### config.mk
export PLATFORM = sky130hd
export DESIGN_NAME = regfile_scan_sequencer
export DESIGN_NICKNAME = d
export VERILOG_FILES = /design/src/rtl/regfile_scan_sequencer.sv
export SDC_FILE = /design/constraint.sdc
export NUM_CORES = 1
export LEC_CHECK = 0
export ABC_AREA = 1
export CORE_ASPECT_RATIO = 1.25
export CORE_MARGIN = 1.5
export CORE_UTILIZATION = 35
export CTS_CLUSTER_SIZE = 10
export DETAILED_ROUTE_END_ITERATION = 10
export PLACE_DENSITY = 0.73
export SLEW_MARGIN = 15
export SYNTH_ARGS = -nofsm -noshare
export SYNTH_HDL_FRONTEND = slang
export SYNTH_SLANG_ARGS = --single-unit
### constraint.sdc
create_clock -name clk -period 2.5 [get_ports clk]
set_clock_uncertainty 0.05 [all_clocks]
set_input_delay 0.375 -clock clk [delete_from_list [all_inputs] [get_ports clk]]
set_output_delay 0.375 -clock clk [all_outputs]
set_load 0.02 [all_outputs]
### src/rtl/regfile_scan_sequencer.sv
// Bit-serial register-file operation sequencer: walks both register-file ports
// through one 8-bit or 16-bit (register-pair) operation, NSHIFT bits per step.
module regfile_scan_sequencer #(
  parameter  int LOG2_NR  = 4,
  parameter  int REG_BITS = 8,
  parameter  int NSHIFT   = 2,
  localparam int CYC      = REG_BITS / NSHIFT,
  localparam int BI_W     = $clog2(2 * CYC)
) (
  input  logic               clk,
  input  logic               reset,
  input  logic               cmd_valid,
  output logic               cmd_ready,
  input  logic [LOG2_NR-1:0] cmd_dst,
  input  logic [LOG2_NR-1:0] cmd_src,
  input  logic               cmd_wide,
  input  logic               cmd_we,
  input  logic               stall,
  output logic [LOG2_NR-1:0] reg_index,
  output logic [LOG2_NR-1:0] reg_index2,
  output logic               do_scan,
  output logic               do_scan2,
  output logic [BI_W-1:0]    bit_index,
  input  logic [NSHIFT-1:0]  rf_scan_out,
  input  logic [NSHIFT-1:0]  rf_scan_out2,
  input  logic [NSHIFT-1:0]  alu_result,
  output logic [NSHIFT-1:0]  scan_in,
  output logic [NSHIFT-1:0]  scan_in2,
  output logic [NSHIFT-1:0]  op_a,
  output logic [NSHIFT-1:0]  op_b,
  output logic               first,
  output logic               last,
  output logic               done,
  output logic               err
);

  typedef enum logic {IDLE, SCAN} state_t;

  localparam logic [BI_W-1:0] LAST_NARROW = BI_W'(CYC - 1);
  localparam logic [BI_W-1:0] LAST_WIDE   = BI_W'(2 * CYC - 1);

  state_t             state_reg;
  logic [BI_W-1:0]    bit_index_reg;
  logic [LOG2_NR-1:0] dst_reg;
  logic [LOG2_NR-1:0] src_reg;
  logic               wide_reg;
  logic               we_reg;
  logic               err_lat_reg;
  logic [LOG2_NR-1:0] reg_index_reg;
  logic [LOG2_NR-1:0] reg_index2_reg;
  logic               done_reg;
  logic               err_reg;

  logic               scanning;
  logic               final_step;
  logic [BI_W-1:0]    bit_index_next;
  logic               special_clash;

  // Wide ops step through the pair low register first; the top bit_index bit
  // selects the high half.
  function automatic logic [LOG2_NR-1:0] port_index(input logic [LOG2_NR-1:0] base,
                                                    input logic               wide,
                                                    input logic [BI_W-1:0]    bi);
    return wide ? {base[LOG2_NR-1:1], bi[BI_W-1]} : base;
  endfunction

  assign scanning       = (state_reg == SCAN) && !stall;
  assign final_step     = bit_index_reg == (wide_reg ? LAST_WIDE : LAST_NARROW);
  assign bit_index_next = bit_index_reg + BI_W'(1);
  // Both ports may not address distinct special registers in one operation.
  assign special_clash  = cmd_dst[LOG2_NR-1] && cmd_src[LOG2_NR-1] && (cmd_dst != cmd_src);

  always_ff @(posedge clk or posedge reset) begin
    if (reset) begin
      state_reg      <= IDLE;
      bit_index_reg  <= '0;
      dst_reg        <= '0;
      src_reg        <= '0;
      wide_reg       <= 1'b0;
      we_reg         <= 1'b0;
      err_lat_reg    <= 1'b0;
      reg_index_reg  <= '0;
      reg_index2_reg <= '0;
      done_reg       <= 1'b0;
      err_reg        <= 1'b0;
    end else begin
      done_reg <= 1'b0;
      err_reg  <= 1'b0;
      case (state_reg)
        IDLE: begin
          if (cmd_valid) begin
            state_reg      <= SCAN;
            dst_reg        <= cmd_dst;
            src_reg        <= cmd_src;
            wide_reg       <= cmd_wide;
            we_reg         <= cmd_we;
            err_lat_reg    <= special_clash;
            bit_index_reg  <= '0;
            reg_index_reg  <= port_index(cmd_dst, cmd_wide, '0);
            reg_index2_reg <= port_index(cmd_src, cmd_wide, '0);
          end
        end
        SCAN: begin
          if (!stall) begin
            if (final_step) begin
              // Indices keep pointing at the last register touched.
              state_reg     <= IDLE;
              bit_index_reg <= '0;
              done_reg      <= 1'b1;
              err_reg       <= err_lat_reg;
            end else begin
              bit_index_reg  <= bit_index_next;
              reg_index_reg  <= port_index(dst_reg, wide_reg, bit_index_next);
              reg_index2_reg <= port_index(src_reg, wide_reg, bit_index_next);
            end
          end
        end
        default: state_reg <= IDLE;
      endcase
    end
  end

  assign cmd_ready  = (state_reg == IDLE);
  assign bit_index  = bit_index_reg;
  assign reg_index  = reg_index_reg;
  assign reg_index2 = reg_index2_reg;
  assign do_scan    = scanning;
  // Port 1 owns a shared register; port 2 is also silenced on a special clash.
  assign do_scan2   = scanning && (reg_index_reg != reg_index2_reg) && !err_lat_reg;
  assign first      = scanning && (bit_index_reg == '0);
  assign last       = scanning && final_step;
  assign done       = done_reg;
  assign err        = err_reg;

  assign op_a     = rf_scan_out;
  assign op_b     = rf_scan_out2;
  assign scan_in  = we_reg ? alu_result : rf_scan_out;
  assign scan_in2 = rf_scan_out2;

endmodule

==> results of run 1 <==
[power groups by stage]
stage / logic (mW) / clock network (mW) / registers [mW]
after global placement: 1.00 / 0 / 0.701
after global routing: 1.14 / 0.267 / 0.723
after CTS: 1.03 / 0.247 / 0.702
after detailed placement: 1.02 / 0 / 0.711
after floorplan: 0.579 / 0 / 0.783
final: 1.02 / 0.244 / 0.700
[area by class of cell]
cell class              instances  area (um2)
flip-flops and latches         25       625.6
well taps                      40       50.05
fillers                       347        1953
repair buffers                 41       405.4
multi-input cells             111       594.3
inverters                      19       76.32
clock buffers                   3       41.29
clock inverters                 1       7.507
[routing by layer]
metal	routed length [um]	GRT usage, %	up-vias
met5	0	0	-
met4	30	4.293	0
met3	89	1.241	2
met2	1399	25.31	26
met1	1154	16.84	514
li1	-	-	581
[worst paths after layout]
path,endpoint
max,last
min,done$_DFF_PP0_
max reg2reg,reg_index[0]$_DFFE_PP0P_
min reg2reg,dst_reg[3]$_DFFE_PP0P_
max in group asynchronous,reg_index[2]$_DFFE_PP0P_
min in group clk,dst_reg[3]$_DFFE_PP0P_
[layout by cell type (no fill, tap or decap)]
master	instances
a21oi_1	2
buf_4	2
clkbuf_8	3
clkdlybuf4s50_1	39
clkinvlp_4	1
dfrtp_1	25
ha_1	3
inv_1	15
inv_2	2
inv_4	2
mux2_1	1
mux2_2	4
nand2_1	57
nand2_2	1
nand2_4	1
nand3_1	4
nand3_2	1
nand4_1	2
nor2_1	9
nor2_8	2
nor3_1	1
o21ai_0	14
o21ai_1	3
o21ai_2	1
xnor2_1	1
xor2_1	4
[cells by family (layout without fill, tap and decap cells)]
family                     after synthesis  after routing
DFF                                     25             25
buffers and inverters                   28             64
xor gates and xnor gates                 5              5
muxes                                    5              5
adders and majority gates                3              3
AOI/OAI and AO/OA                       20             20
and+or+nand+nor                         78             78
[worst max-delay path: cells and delay by family]
kind	cells	cell delay, ps
AND/OR/NAND/NOR	2	330
buffers and inverters	3	1170
[synth_stat cells]
master and count:
inv_2 2, buf_4 8, nor3_1 1, inv_1 15
nand2_4 1, mux2_2 4, inv_4 2, o21ai_0 14
nand3_2 1, o21ai_2 1, nand2_2 1, nand3_1 4
nand4_1 2, o21ai_1 3, nor2_1 9, dfrtp_1 25
mux2_1 1, xor2_1 4, clkbuf_1 1, xnor2_1 1
nand2_1 57, ha_1 3, nor2_8 2, a21oi_1 2
[through the flow]
| stage | instance area, um2 | std cells |
|---|---|---|
| 2_1_floorplan | 1360 | 164 |
| 3_3_place_gp | 1752 | 236 |
| 5_1_grt | 1800 | 240 |
| 4_1_cts | 1800 | 240 |
| 6_report | 1800 | 240 |
| 3_5_place_dp | 1752 | 236 |
==> run metrics, run 1 <==
outcome finished clean; die width 58.76 um; vias per inst 4.679; Post-CTS Hold Buffers 0; worst setup margin 201.3 ps; r2r setup slk 1020 ps; Ports 46; crit end category output port; crit path time final 2299 ps; P_int 1.139 mW; crit path max fanout 6; syn nets 187; Hold Slack 396.4 ps; CP Launch Point stall; GR Overflow Total 0; Slowest cell on crit path clkdlybuf4s50_1; simple-gate area share of the yosys netlist 25.94%; post-synthesis xor/xnor area fraction 3.220%; CTS resizes 0; TritonCTS clock tree built; worst-skew pair later-pin latency 260 ps; Post-Synthesis Cells 164; Die Ht 72.70 um; WL/cell 11.14 um; number of DRC markers in iteration 0 31; setup violators final 0; largest area contributor in the netlist dfrtp_1; TNS Setup 0 ps; Final Max Slew Viols 0; top cells by area, synth dfrtp_1, nand2_1, o21ai_0, buf_4, inv_1; WS Path Type in -> out; crit path DAT 1870 ps; top cell type's share of synthesized area 46.00%; fin crit share 91.95%; total power 1.959 mW; vias in the first global route 1,066; clock root buffer clkbuf_8; Final ANT Viol Nets 0; Mapped Area 1360 um2; relative slew slack 73.71%; detailed-route via count 1,123; Slew @ Worst Pin 392.9 ps; gr usage total 13.84%; RSZ-0062 raised after global routing false; clock sinks 25; initial antenna violation count 0; die footprint 4271 um2; FP Rows 25; global-route wire length before repair 4671 um; Worst path max stage delay 620 ps; leakage power 0.8858 nW; Cell variety after synth 24; Clk pwr share 12.4%; starting density of the core 36.23%; Synth Area in Adders 2.760%; VDD IR max 380.4 uV; largest family of logic cells by synthesized area simple AND/OR/NAND/NOR gates; sw power 820.1 uW; worst slack at placement 194.4 ps; TritonRoute pass-1 iters 4; Max Cap Viol 0; H-tree Lvls 1; Critical Path RT 2080 ps; FF-to-FF path depth 6; Max Clk Rate 435.0 MHz; Worst Setup Start Kind primary input; total CTS buffers 3; FF+latch count, synth 25; PD cells 1088 nW/um2; largest net degree at the start of global routing 26; worst path cell trace clkdlybuf4s50_1 -> nor2_8 -> inv_4 -> nor2_1 -> clkdlybuf4s50_1; port bufs 39; detailed placer's ending HPWL 2141 um; GP Congestion 0.7683; Worst R2R Start bit_index[1]$_DFFE_PP0P_; core area 3754 um2; Max clock buf depth 2; worst min path class in -> async; layout cell share with drive strength beyond 1 10.00%; sequential share of the synthesized area 46.00%; combinational power share 51.8%; Ys Warns 0; compound-cell area share of the yosys netlist 7.636%; Post-Synthesis Mean Instance Area 8.293 um2; Sw Ratio 41.87%; final hold violation count 0; ANT cells 0; post-synthesis mux area share 4.140%; CTS clock-pin slew for the worst setup and hold paths 90 ps; Post-Route Utilization 47.97%; # DRC 0; P&R area growth vs syn 32.38%; sequential power share 35.7%; post-CTS setup buffers 0; most used cell along the critical path clkdlybuf4s50_1; final wirelength 2674 um; final net count 224
Note: power is estimated with default switching activity, not from simulation.
==> run 2, diff against run 1 <==
--- a/config.mk
+++ b/config.mk
@@ -7,12 +7,10 @@
 export LEC_CHECK = 0
 export ABC_AREA = 1
 export CORE_ASPECT_RATIO = 1.25
-export CORE_MARGIN = 1.5
 export CORE_UTILIZATION = 35
 export CTS_CLUSTER_SIZE = 10
 export DETAILED_ROUTE_END_ITERATION = 10
 export PLACE_DENSITY = 0.73
-export SLEW_MARGIN = 15
 export SYNTH_ARGS = -nofsm -noshare
 export SYNTH_HDL_FRONTEND = slang
 export SYNTH_SLANG_ARGS = --single-unit
==> run metrics, run 2 (synthesis results as in run 1) <==
vias per inst 4.749 (+1.5%); Slew @ Worst Pin 383.1 ps (-9.767 ps); CTS resizes 0 (unchanged); core area 3603 um2 (-4.0%); VDD IR max 291.8 uV (-23%); # DRC 3 (+3); GR Overflow Total 0 (unchanged); WL/cell 10.79 um (-3.2%); crit path max fanout 6 (unchanged); TNS Setup 0 ps (unchanged); final net count 224 (unchanged); Final Max Slew Viols 0 (unchanged); Slowest cell on crit path clkdlybuf4s50_1; worst setup margin 162.2 ps (-39.08 ps); Max Cap Viol 0 (unchanged); most used cell along the critical path clkdlybuf4s50_1; port bufs 39 (unchanged); TritonRoute pass-1 iters 10 (+6); starting density of the core 37.74% (+1.5 points); outcome finished with violations; layout cell share with drive strength beyond 1 9.500% (-0.50 points); capturing point of the worst reg2reg path reg_index2[0]$_DFFE_PP0P_; worst min path class in -> async; largest net degree at the start of global routing 26 (unchanged); H-tree Lvls 1 (unchanged); r2r setup slk 1040 ps (+20 ps); Top delay family on crit path buffers and inverters; Worst Setup Start Kind primary input; worst slack at placement 164.8 ps (-29.62 ps); CTS clock-pin slew for the worst setup and hold paths 80 ps (about the same); Worst R2R Start state_reg$_DFF_PP0_; Post-Route Utilization 49.83% (+1.9 points); Die Ht 71.70 um (-1.4%); crit path DAT 1910 ps (+40 ps); Critical Path RT 2080 ps (about the same); ANT cells 0 (unchanged); Post-CTS Hold Buffers 0 (unchanged); number of DRC markers in iteration 0 27 (-13%); FP Rows 24 (-4.0%); post-CTS setup buffers 0 (unchanged); Worst path max stage delay 630 ps (about the same); FF-to-FF path depth 7 (+1); Final ANT Viol Nets 0 (unchanged); Ports 46 (unchanged); global-route wire length before repair 4305 um (-7.8%); WP buf/inv 3 (unchanged); worst-skew pair later-pin latency 260 ps (about the same); GP Congestion 0.8002 (+4.2%); vias in the first global route 977 (-8.3%); total CTS buffers 3 (unchanged); final wirelength 2578 um (-3.6%); clock sinks 25 (unchanged); TritonCTS clock tree built; crit path time final 2338 ps (+39.08 ps); gr usage total 13.23% (-0.61 points); relative slew slack 74.37% (+0.65 points); clock root buffer clkbuf_8; most common cell after layout, fill and taps aside nand2_1; leakage power 0.8869 nW (+0.12%); crit end category output port; fin crit share 93.51% (+1.6 points); detailed-route via count 1,135 (+1.1%); Max Clk Rate 427.8 MHz (-1.7%); detailed placer's ending HPWL 2008 um (-6.2%); failing checks design-rule violations; setup violators final 0 (unchanged); die width 57.76 um (-1.7%); final hold violation count 0 (unchanged); worst path cell trace clkdlybuf4s50_1 -> nor2_8 -> inv_4 -> nor2_1 -> clkdlybuf4s50_1; die footprint 4141 um2 (-3.1%); PD cells 1080 nW/um2 (-0.72%); P&R area growth vs syn 32.01%; most frequent cells in the layout nand2_1, clkdlybuf4s50_1, dfrtp_1; total power 1.939 mW (-1.0%); CP Launch Point stall; RSZ-0062 raised after global routing false; initial antenna violation count 0 (unchanged); Max clock buf depth 2 (unchanged); WS Path Type in -> out
-- run 2: how the worst max path moves through the flow --
stage,depth (start not counted),end,slack [ps]
3_3_place_gp,5,last,200
2_1_floorplan,3,last,910
6_report,5,last,160
4_1_cts,5,last,160
3_5_place_dp,5,last,160
5_1_grt,5,last,110
-- run 2: final cells by class --
class	count	area [um2]
timing repair buffer	41	405.4
tap	39	48.80
clock buffer	4	45.04
fill	353	1808
inverter	19	76.32
multi-input combinational	111	594.3
sequential	25	625.6
-- run 2: through the flow --
step | hold WS [ps] | instances | area, um2
3_3_place_gp | 420.3 | 235 | 1750
6_report | 395.7 | 239 | 1795
2_1_floorplan | 352.3 | 164 | 1360
4_1_cts | 409.9 | 239 | 1795
5_1_grt | 449.3 | 239 | 1795
3_5_place_dp | 423.4 | 235 | 1750
-- run 2: routing by layer --
metal / routed length, um / vias to the layer above / track usage, %
met5: 0 / - / 0
met4: 46 / 0 / 7.672
met3: 81 / 4 / 1.083
met2: 1303 / 29 / 21.06
met1: 1148 / 524 / 17.59
li1: - / 578 / -
-- run 2: power by group --
part	internal [mW]	leakage (nW)	total [mW]	switching, mW
clock network	0.114	0.0228	0.235	0.121
logic	0.454	0.549	1.01	0.560
registers	0.572	0.315	0.690	0.118
total	1.14	0.887	1.94	0.799
-- run 2: worst register-to-register path, stage by stage (launching register included) --
cell	delay (ps)
dfrtp_1	410
inv_4	140
nand2_2	250
nand2_4	190
inv_2	70
nor2_8	150
nand2_1	80
nand2_1	60
==> patch (config.mk and constraints of run 2) <==
The parameter `NSHIFT` goes from 2 to 4.
--- a/src/rtl/regfile_scan_sequencer.sv
+++ b/src/rtl/regfile_scan_sequencer.sv
@@ -4,5 +4,5 @@
   parameter  int LOG2_NR  = 4,
   parameter  int REG_BITS = 8,
-  parameter  int NSHIFT   = 2,
+  parameter  int NSHIFT   = 4,
   localparam int CYC      = REG_BITS / NSHIFT,
   localparam int BI_W     = $clog2(2 * CYC)
Ports: changed (8 resized); port bits go from 46 to 59. The function was not compared with the original's and may differ.
==> patch against run 2 <==
Setup slack lost 0.012 ns. Wire length grew 7.4%. Hold slack gained 0.00089 ns. Global-route usage grew 0.67 points. Count of clock-buffer cells in the layout is the same. Sequential cell count shrank 1. Area after synthesis grew 4.4%. Register-to-register slack gained 0.06 ns. Final area grew 4.9%. Total power grew 8.6%. Combinational power grew 13%. Cell count grew 11%.
==> patch: results (changes against run 2) <==
Clocking
  • Post-CTS setup buffer count: 0 (unchanged)
  • Latest clock arrival within the worst-skew pair: 0.26 ns (about the same)
  • CTS tree: built (unchanged)
  • Clock buffer depth: 2 (unchanged)
  • H-tree depth: 1 (unchanged)
  • CTS resizes: 0 (unchanged)
  • CTS Root Cell: clkbuf_8 (unchanged)
  • Clk pin slew, worst setup/hold paths: 0.08 ns (about the same)
  • Cts bufs inserted: 3 (unchanged)

STA
  • Hold slack: 0.397 ns (was 0.396 ns)
  • Slew margin rel.: 77.1% (was 74.4%)

Detailed routing
  • Met1 WL: 1180 um (was 1150 um)
  • Top routing layer in use: met4 (unchanged)
  • Routed wire length: 2770 um (was 2580 um)
  • DR WL met3: 174 um (was 81 um)
  • Routed wire length on met2: 1380 um (was 1300 um)
  • Iteration count of the initial detailed-routing pass: 4 (was 10)
  • Violation count after the first detailed-route iteration: 35 (was 27)
  • Vias per cell: 4.39 (was 4.75)

Yosys
  • Net Count, Synth: 204 (was 187)
  • Most used DFF post-synth: dfrtp_1 (unchanged)
  • Synth cell types: 23 (was 24)
  • Largest cells by area after synthesis: dfrtp_1 (42%), nand2_1 (13%), nand3_1 (6.7%) (was dfrtp_1 (46%), nand2_1 (16%), o21ai_0 (5.2%))
  • Post-synth top cells: nand2_1 (51), dfrtp_1 (24), nand3_1 (19) (was nand2_1 (57), dfrtp_1 (25), inv_1 (15))
  • Register area share after synthesis: 42.3% (was 46.0%)
  • YS warnings: 0 (unchanged)
  • Asr flop ratio synth: 100% (unchanged)

Global routing
  • GRT Util Overall: 13.9% (was 13.2%)
  • Largest net degree at the start of global routing: 30 (was 26)
  • Number of global-route vias before repair: 1143 (was 977)
  • Initial antenna violation count: 0 (unchanged)
  • First-pass GRT wire length: 4650 um (was 4310 um)

Place
  • Port bufs: 46 (was 39)
  • HPWL Detailed: 2180 um (was 2010 um)
  • Routability cong.: 0.795 (was 0.800)

Layout
  • Final #Nets: 240 (was 224)
  • Ant diodes: 0 (unchanged)
  • Layout cells sized above 1: 9.00% (was 9.50%)

Setup path
  • R2r setup slk: 1.10 ns (was 1.04 ns)
  • CP Max Fanout: 6 (unchanged)
  • Slowest cell delay on critical path: 0.63 ns (about the same)
  • Cell family with most CP delay: buffers and inverters (unchanged)
  • Slowest-stage cell, CP: clkdlybuf4s50_1 (unchanged)
  • Worst Path Arrival: 1.92 ns

Pwr
  • Standby leakage power: 0.929 nW (was 0.887 nW)
  • Max VDD drop: 0.339 mV (was 0.292 mV)
  • Internal power: 0.00122 W (was 0.00114 W)

Worst hold path
  • Min-Delay Path Class: in2async (unchanged)

Status
  • Status: finished, final reports clean (was complete, but fails checks)
patch: area by class of cell:
| cell class | count | area, um2 |
|---|---|---|
| Multi-Input combinational cell | 115 | 603 |
| Tap cell | 54 | 67.6 |
| Sequential cell | 24 | 601 |
| Fill cell | 372 | 1960 |
| Clock buffer | 4 | 55.1 |
| Timing Repair Buffer | 48 | 475 |
| Inverter | 20 | 82.6 |
patch: kinds of logic after synthesis:
logic type | count (synthesis) | synth area share, %
and+or+nand+nor | 87 | 27.6
buffers and inverters | 37 | 15.2
DFF | 24 | 42.3
AOI/OAI and AO/OA | 17 | 5.99
muxes | 6 | 5.29
xor gates and xnor gates | 3 | 1.85
adders and majority gates | 2 | 1.76
patch: worst reg2reg max path, cell delays in order, from the launching register on:
cell and delay [ns]:
dfrtp_1 0.45, buf_4 0.23, nand4_1 0.30, nand3_1 0.20, nand2_1 0.06
patch: path summary, 6_finish.rpt:
| path | to | startpoint | depth (start not counted) |
|---|---|---|---|
| setup / recovery | last | stall | 5 |
| hold / removal | done | reset | 3 |
| min in group clk | dst_reg[1] | dst_reg[1] | 2 |
| max in group asynchronous | reg_index[1] | reset | 3 |
| setup reg to reg | reg_index2[0] | state_reg | 4 |
| hold reg to reg | dst_reg[1] | dst_reg[1] | 2 |
patch: through the flow:
stage	instances	total power, W	setup WS [ns]	cell area [um2]
2_1_floorplan	176	0.00149	0.905	1420
3_3_place_gp	261	0.00184	0.176	1830
3_5_place_dp	261	0.00186	0.149	1830
4_1_cts	265	0.00213	0.143	1880
5_1_grt	265	0.00228	0.0828	1880
6_report	265	0.00211	0.151	1880
patch: power groups by stage:
| stage | Combinational (W) | Clock (W) | Sequential (W) |
|---|---|---|---|
| after global placement | 0.00113 | 0 | 0.000707 |
| after CTS | 0.00116 | 0.000266 | 0.000707 |
| after global routing | 0.00127 | 0.000280 | 0.000733 |
| after detailed placement | 0.00115 | 0 | 0.000714 |
| after floorplan | 0.000717 | 0 | 0.000772 |
| final | 0.00114 | 0.000259 | 0.000705 |
patch: layer usage:
layer	vias up	track usage, %
li1	616	-
met1	510	15.1
met2	36	25.3
met3	2	2.13
met4	0	7.67
met5	-	0
